[config.mk]
export PLATFORM = sky130hd
export DESIGN_NAME = serial_subtractor
export DESIGN_NICKNAME = d
export VERILOG_FILES = /design/src/rtl/serial_subtractor.sv
export SDC_FILE = /design/constraint.sdc
export NUM_CORES = 1
export LEC_CHECK = 0
export CORE_MARGIN = 1.5
export CORE_UTILIZATION = 45
export CTS_CLUSTER_DIAMETER = 50
export DETAILED_ROUTE_END_ITERATION = 10
export PLACE_DENSITY = 0.72
export SYNTH_ARGS = -nofsm -noshare
export SYNTH_HDL_FRONTEND = slang
export SYNTH_SLANG_ARGS = --single-unit
[constraint.sdc]
create_clock -name clk -period 2.02 [get_ports clk]
set_input_delay 0.202 -clock clk [delete_from_list [all_inputs] [get_ports clk]]
set_output_delay 0.202 -clock clk [all_outputs]
set_load 0.1 [all_outputs]
[src/rtl/serial_subtractor.sv]
// serial_subtractor: bit-serial A-B using one full-subtractor slice.
// Operands are latched on the accepting edge and consumed LSB first,
// one bit per clock, so a result takes WIDTH cycles in RUN plus one
// cycle in DONE.
//
// Handshake: start is sampled only in IDLE; the edge that sees start=1
// latches A/B and raises busy for exactly WIDTH cycles. done is a
// one-cycle pulse that follows, and Diff/Bout/Zero become valid on the
// same edge that raises done. There is no back-pressure: the result
// stays on Diff/Bout/Zero until the next completion overwrites it.
module serial_subtractor #(
    parameter int WIDTH = 8
) (
    input  logic             clk,
    input  logic             rst_n,
    input  logic             start,
    input  logic [WIDTH-1:0] A,
    input  logic [WIDTH-1:0] B,
    output logic             busy,
    output logic             done,
    output logic [WIDTH-1:0] Diff,
    output logic             Bout,
    output logic             Zero
);

    // Counter only has to reach WIDTH-1, so clog2(WIDTH) bits suffice
    localparam int CW = (WIDTH > 1) ? $clog2(WIDTH) : 1;
    localparam logic [CW-1:0] LAST = CW'(WIDTH - 1);

    typedef enum logic [1:0] {
        IDLE = 2'd0,
        RUN  = 2'd1,
        DONE = 2'd2
    } state_t;

    state_t           state;
    state_t           state_nxt;

    logic [WIDTH-1:0] a_sr;
    logic [WIDTH-1:0] b_sr;
    logic [WIDTH-1:0] r_sr;
    logic             bor;
    logic [CW-1:0]    cnt;

    logic             d_bit;
    logic             bor_nxt;
    logic             last_bit;
    logic [WIDTH-1:0] r_nxt;

    // Full-subtractor slice on the current LSBs and the next result word
    always_comb begin
        d_bit    = a_sr[0] ^ b_sr[0] ^ bor;
        bor_nxt  = (~a_sr[0] & b_sr[0]) | (~(a_sr[0] ^ b_sr[0]) & bor);
        r_nxt    = {d_bit, r_sr[WIDTH-1:1]};
        last_bit = (cnt == LAST);
    end

    // State register
    always_ff @(posedge clk or negedge rst_n) begin
        if (!rst_n) begin
            state <= IDLE;
        end else begin
            state <= state_nxt;
        end
    end

    // Next-state logic: start only matters in IDLE, DONE lasts one cycle
    always_comb begin
        state_nxt = state;
        case (state)
            IDLE:    if (start) state_nxt = RUN;
            RUN:     if (last_bit) state_nxt = DONE;
            DONE:    state_nxt = IDLE;
            default: state_nxt = IDLE;
        endcase
    end

    // Status outputs decoded straight from the state
    always_comb begin
        busy = 1'b0;
        done = 1'b0;
        case (state)
            RUN:     busy = 1'b1;
            DONE:    done = 1'b1;
            default: begin
                busy = 1'b0;
                done = 1'b0;
            end
        endcase
    end

    // Datapath: latch on accept, shift in RUN, publish only on the last bit
    always_ff @(posedge clk or negedge rst_n) begin
        if (!rst_n) begin
            a_sr <= '0;
            b_sr <= '0;
            r_sr <= '0;
            bor  <= 1'b0;
            cnt  <= '0;
            Diff <= '0;
            Bout <= 1'b0;
            Zero <= 1'b1;
        end else begin
            case (state)
                IDLE: begin
                    if (start) begin
                        a_sr <= A;
                        b_sr <= B;
                        r_sr <= '0;
                        bor  <= 1'b0;
                        cnt  <= '0;
                    end
                end
                RUN: begin
                    a_sr <= a_sr >> 1;
                    b_sr <= b_sr >> 1;
                    r_sr <= r_nxt;
                    bor  <= bor_nxt;
                    cnt  <= cnt + CW'(1);
                    if (last_bit) begin
                        Diff <= r_nxt;
                        Bout <= bor_nxt;
                        Zero <= (r_nxt == '0);
                    end
                end
                default: begin
                end
            endcase
        end
    end

endmodule

# ---- Word-level counts from Yosys, hierarchy flattened
# Index checks and enable logic that the tools add are counted.
dict set report op_classes {
  n_eq_ne 5
  n_addsub 1
  bitwise 7
  reduce_logical 6
  muxes 15
}
# operator n
set ops {}
lappend ops {{one-hot mux 8 bit (2 select lines)} 3}
lappend ops {{two-way mux 8 bit} 3}
lappend ops {{zero test 8 bit} 1}
lappend ops {{one-hot mux 3 bit (2 select lines)} 1}
lappend ops {{AND reduction 2 bit} 3}
lappend ops {{two-way mux 2 bit} 2}
lappend ops {{inequality test 2 bit, second input constant} 2}
lappend ops {{one-hot mux 2 bit (2 select lines)} 1}
lappend ops {{adder 3 x 1 -> 3 bit, second input constant} 1}
lappend ops {{== test 3 bit, second input constant} 1}
lappend ops {{two-way mux 1 bit} 3}
lappend ops {{two-way mux 3 bit} 1}
lappend ops {{bitwise AND 1 bit} 2}
lappend ops {{== test 2 x 1 -> 1 bit, second input constant} 1}
lappend ops {{== test 2 bit, second input constant} 1}
lappend ops {{zero test 2 bit} 1}
lappend ops {{inverter 1 bit} 2}
lappend ops {{one-hot mux 1 bit (2 select lines)} 1}
lappend ops {{nonzero test 2 bit} 1}
lappend ops {{bitwise XOR 1 bit} 2}
lappend ops {{OR 1 bit} 1}
dict set report totals {
  word_cells 43
  regBits 40
  input_bits 19
  out_inout_bits 12
}

# ---- Depth between registers and ports, before layout
dict set report depth {
  ltp_word 5
  ltp_mapped 6
  ltp_nobuf 5
}

# ---- Least setup slack after synthesis
# OpenSTA, ideal clock, no wires.
dict set report synth_path {
  path_kind {flip-flop to output port}
  from {register state[0]}
  to {output done}
  required_time_ps 1818
  path_stages_with_launch 3
  arrival_time_ps 1863
  setup_slack_ps -45
  n_path_buf 1
  cell_sequence {dfrtp_1 > buf_4 > nor2b_1}
}
dict set report synth_between {
  elab_chain_len 2
}
# item line
set synth_rtl {}
lappend synth_rtl {{from (decl)} 36} ;# state_t state;
lappend synth_rtl {{from (signal assigned)} 63} ;# state <= state_nxt;
lappend synth_rtl {{== test 2 bit} 82} ;# case (state)
lappend synth_rtl {{two-way mux 1 bit} 82}
lappend synth_rtl {{to (decl)} 20} ;# output logic done,
# Every way passes these cells.

# ---- Worst setup path in the final report
dict set report layout_path {
  from {register state[0]}
  to {output busy}
}
dict set report layout_between {
  elab_chain_len 2
}
# item line
set layout_rtl {}
lappend layout_rtl {{== test 2 x 1 -> 1 bit} 82}
lappend layout_rtl {{two-way mux 1 bit} 82}
lappend layout_rtl {{to (decl)} 19} ;# output logic busy,
# Every way passes these cells.

==> summary.txt <==
Status
  • Outcome: completed

Place
  • Post-DP HPWL: 2057 um
  • Placement Cell Area: 0.002033 mm^2
  • PortBufs: 30
  • Placer Congestion: 0.7449

Timing
  • Setup TNS: 0 ns
  • FMAX: 0.5917 GHz
  • Slew margin rel.: 44.98%
  • Worst-Margin Slew: 0.8253 ns
  • Tmin final: 1.690 ns
  • Clock skew: 0.006391 ns
  • Setup violators final: 0
  • Slew Limit Fails: 0
  • Fin. Hold Viols: 0
  • Final worst-path cycle share: 83.67%
  • RSZ-0062 raised after global routing: false

Clock network
  • CTS Hold Bufs: 0
  • H-tree levels: 2
  • Root buffer cell: clkbuf_8
  • Post_cts resized: 0
  • Clk sinks: 39
  • Worst skew pair latency: 0.29 ns
  • Clock transition at path regs: 0.07 ns
  • Postcts setup bufs: 0
  • Maximum clock insertion buffer count: 2
  • TritonCTS clock tree: yes
  • Num CTS Buffers: 5

Run
  • Max Cap Viol: 0

Routing
  • Final wirelength: 2980 um
  • Initial detailed-routing violation count: 58
  • Metal2 WL: 1399 um
  • DR top layer: met4
  • Drt drc: 0
  • Met3 wire len: 162 um
  • DR vias/cell: 5.136
  • DRT antenna net count: 0
  • Via count: 1130
  • Drt wl/cell: 13.55 um
  • Pre-antenna DRT Iters: 4
  • Wl on met1: 1361 um

Worst setup path
  • Slowest cell on the critical path: dfrtp_1
  • CP Launch Point: state[0]
  • Setup crit end kind: output pin
  • CP required: 1.82 ns
  • Worst Path Arrival: 1.49 ns
  • WS Path Type: flip-flop to output pin
  • CP max FO: 24
  • Worst setup SP type: flip-flop
  • Critical-path cell list: nand2b_4 -> inv_8 -> buf_12
  • Reg2Reg Launch Point: a_sr[0]
  • Slowest stage delay, CP: 0.67 ns

Layout
  • Util after Layout: 58.31%
  • Area of the multi-input gates: 675.6 um^2
  • Antenna cells: 0
  • Layout cells sized above 1: 20.93%
  • Seq. cell area: 977.2 um^2
  • Final Cell Area: 0.002151 mm^2
  • Fin nets: 193
  • Filler Cell Count: 322
  • Area Growth Syn to Fin: 22.96%

Global route
  • Antenna violations before repair: 0
  • Number of global-route vias before repair: 1142
  • Largest net degree at the start of global routing: 40
  • Global Route Usage Sum: 16.49%
  • Total gr overflow: 0
  • First-pass GRT wire length: 5285 um

Synth
  • Post-synth EDFFs: 0
  • FFs w/ async S/R, synth: 100.0%
  • Count of different cell masters after synthesis: 25
  • Top cells by count, synth: dfrtp_1, nand2_1, mux2i_1, o21ai_0
  • Avg Inst Size Synth: 12.41 um^2
  • Syn Nets: 163
  • Ys Warns: 0
  • Most frequent cell after synthesis: dfrtp_1
  • Area leader, netlist: dfrtp_1
  • Area contributors post-synth: dfrtp_1, mux2i_1, a22o_1, mux2_4, nand2_1
  • Ys flop type: dfrtp_1
  • Seq/Total Area, Yosys: 55.87%
  • Post-Synthesis Cells: 141
  • Post-synth top area share: 54.36%
  • Post-Synthesis Cell Area: 0.001749 mm^2
  • Post-synthesis register bit count: 39

Power and ir drop
  • PwrDens: 1816 mW/mm^2
  • Peak VDD IR: 0.8094 mV
  • Leak Pwr: 1.024 nW

Hold path
  • Worst hold path type: primary input to asynchronous set/reset pin

Floorplanning
  • Ports: 31
  • Core area: 0.003689 mm^2
  • Initial core utilization: 47.42%
  • Die area: 0.004270 mm^2
  • Die X: 65.35 um
  • Die H: 65.35 um
  • Rows: 22
per-stage QoR:
| stage | power (mW) | instances | hold slack, ns | setup WS [ns] |
|---|---|---|---|---|
| after detailed placement | 3.266 | 212 | 0.3526 | 0.3872 |
| after CTS | 3.947 | 220 | 0.04325 | 0.3165 |
| final | 3.907 | 220 | 0.01430 | 0.3299 |
| after global placement | 3.195 | 212 | 0.3382 | 0.4248 |
| after global routing | 4.153 | 220 | 0.08219 | 0.2377 |
| after floorplan | 2.903 | 141 | -0.09359 | 0.4884 |
worst paths after layout:
check	endpoint	cells after the start	slack [ns]
worst max-delay path	busy	3	0.33
worst min-delay path	Diff[7]	1	0.01
worst max register to register	Zero	4	0.47
worst min register to register	Zero	2	0.49
max in group asynchronous	Diff[2]	1	1.49
min in group clk	Zero	2	0.49
registers in the layout (all words and copies together) (netlist names):
| register | cells |
|---|---|
| Diff | 8 |
| a_sr | 8 |
| b_sr | 8 |
| r_sr | 7 |
| cnt | 3 |
| state | 2 |
| Bout | 1 |
| Zero | 1 |
| bor | 1 |
final cells by class:
class / instances / share of cell area, %
flip-flops and latches: 39 / 45.43
multi-input cells: 90 / 31.41
clock inverters: 2 / 1.629
clock buffers: 6 / 3.839
inverters: 4 / 1.047
repair buffers: 31 / 13.85
well taps: 48 / 2.792
critical path, delay by kind of cell, from the launching register on:
| kind | cells | cell delay [ns] |
|---|---|---|
| and+or+nand+nor | 1 | 0.14 |
| buffers and inverters | 2 | 0.39 |
| DFF | 1 | 0.67 |
cells in the final DEF, fill, tap and decap left out:
cell type / instances
nor2b_1: 5
nand2_1: 18
nor4_1: 2
o21bai_4: 1
dfrtp_1: 38
mux2_2: 3
mux2_4: 5
a22o_1: 9
clkbuf_8: 6
bufinv_16: 1
ha_1: 2
buf_12: 2
fa_1: 1
inv_1: 3
o21ai_1: 9
clkdlybuf4s50_1: 17
and2b_1: 1
inv_8: 1
nand3b_4: 1
a22oi_1: 3
clkinv_2: 1
nor2b_2: 1
a21oi_1: 6
o21ai_0: 11
buf_4: 11
dfstp_2: 1
nand2b_4: 1
mux2i_1: 11
buf_2: 1
power by group:
part / total (mW) / internal, mW / switching (mW)
sequential: 1.38 / 1.12 / 0.256
combinational: 1.87 / 0.664 / 1.21
clock: 0.658 / 0.399 / 0.258
total: 3.91 / 2.18 / 1.72
per-layer routing:
metal	up-vias	global-route usage, %
met2	32	25.00
met1	536	22.23
li1	555	-
met5	-	0
met3	7	4.623
met4	0	7.031
cell families (layout without fill, tap and decap cells):
logic type,count (synthesis),in the layout,share of synthesized area (%)
DFF,39,39,55.87
adders and majority gates,3,3,2.575
buffers and inverters,12,43,5.651
and+or+nand+nor,29,29,9.084
AOI/OAI and AO/OA,39,39,14.31
muxes,19,19,12.52
(Power assumes the default switching activity.)
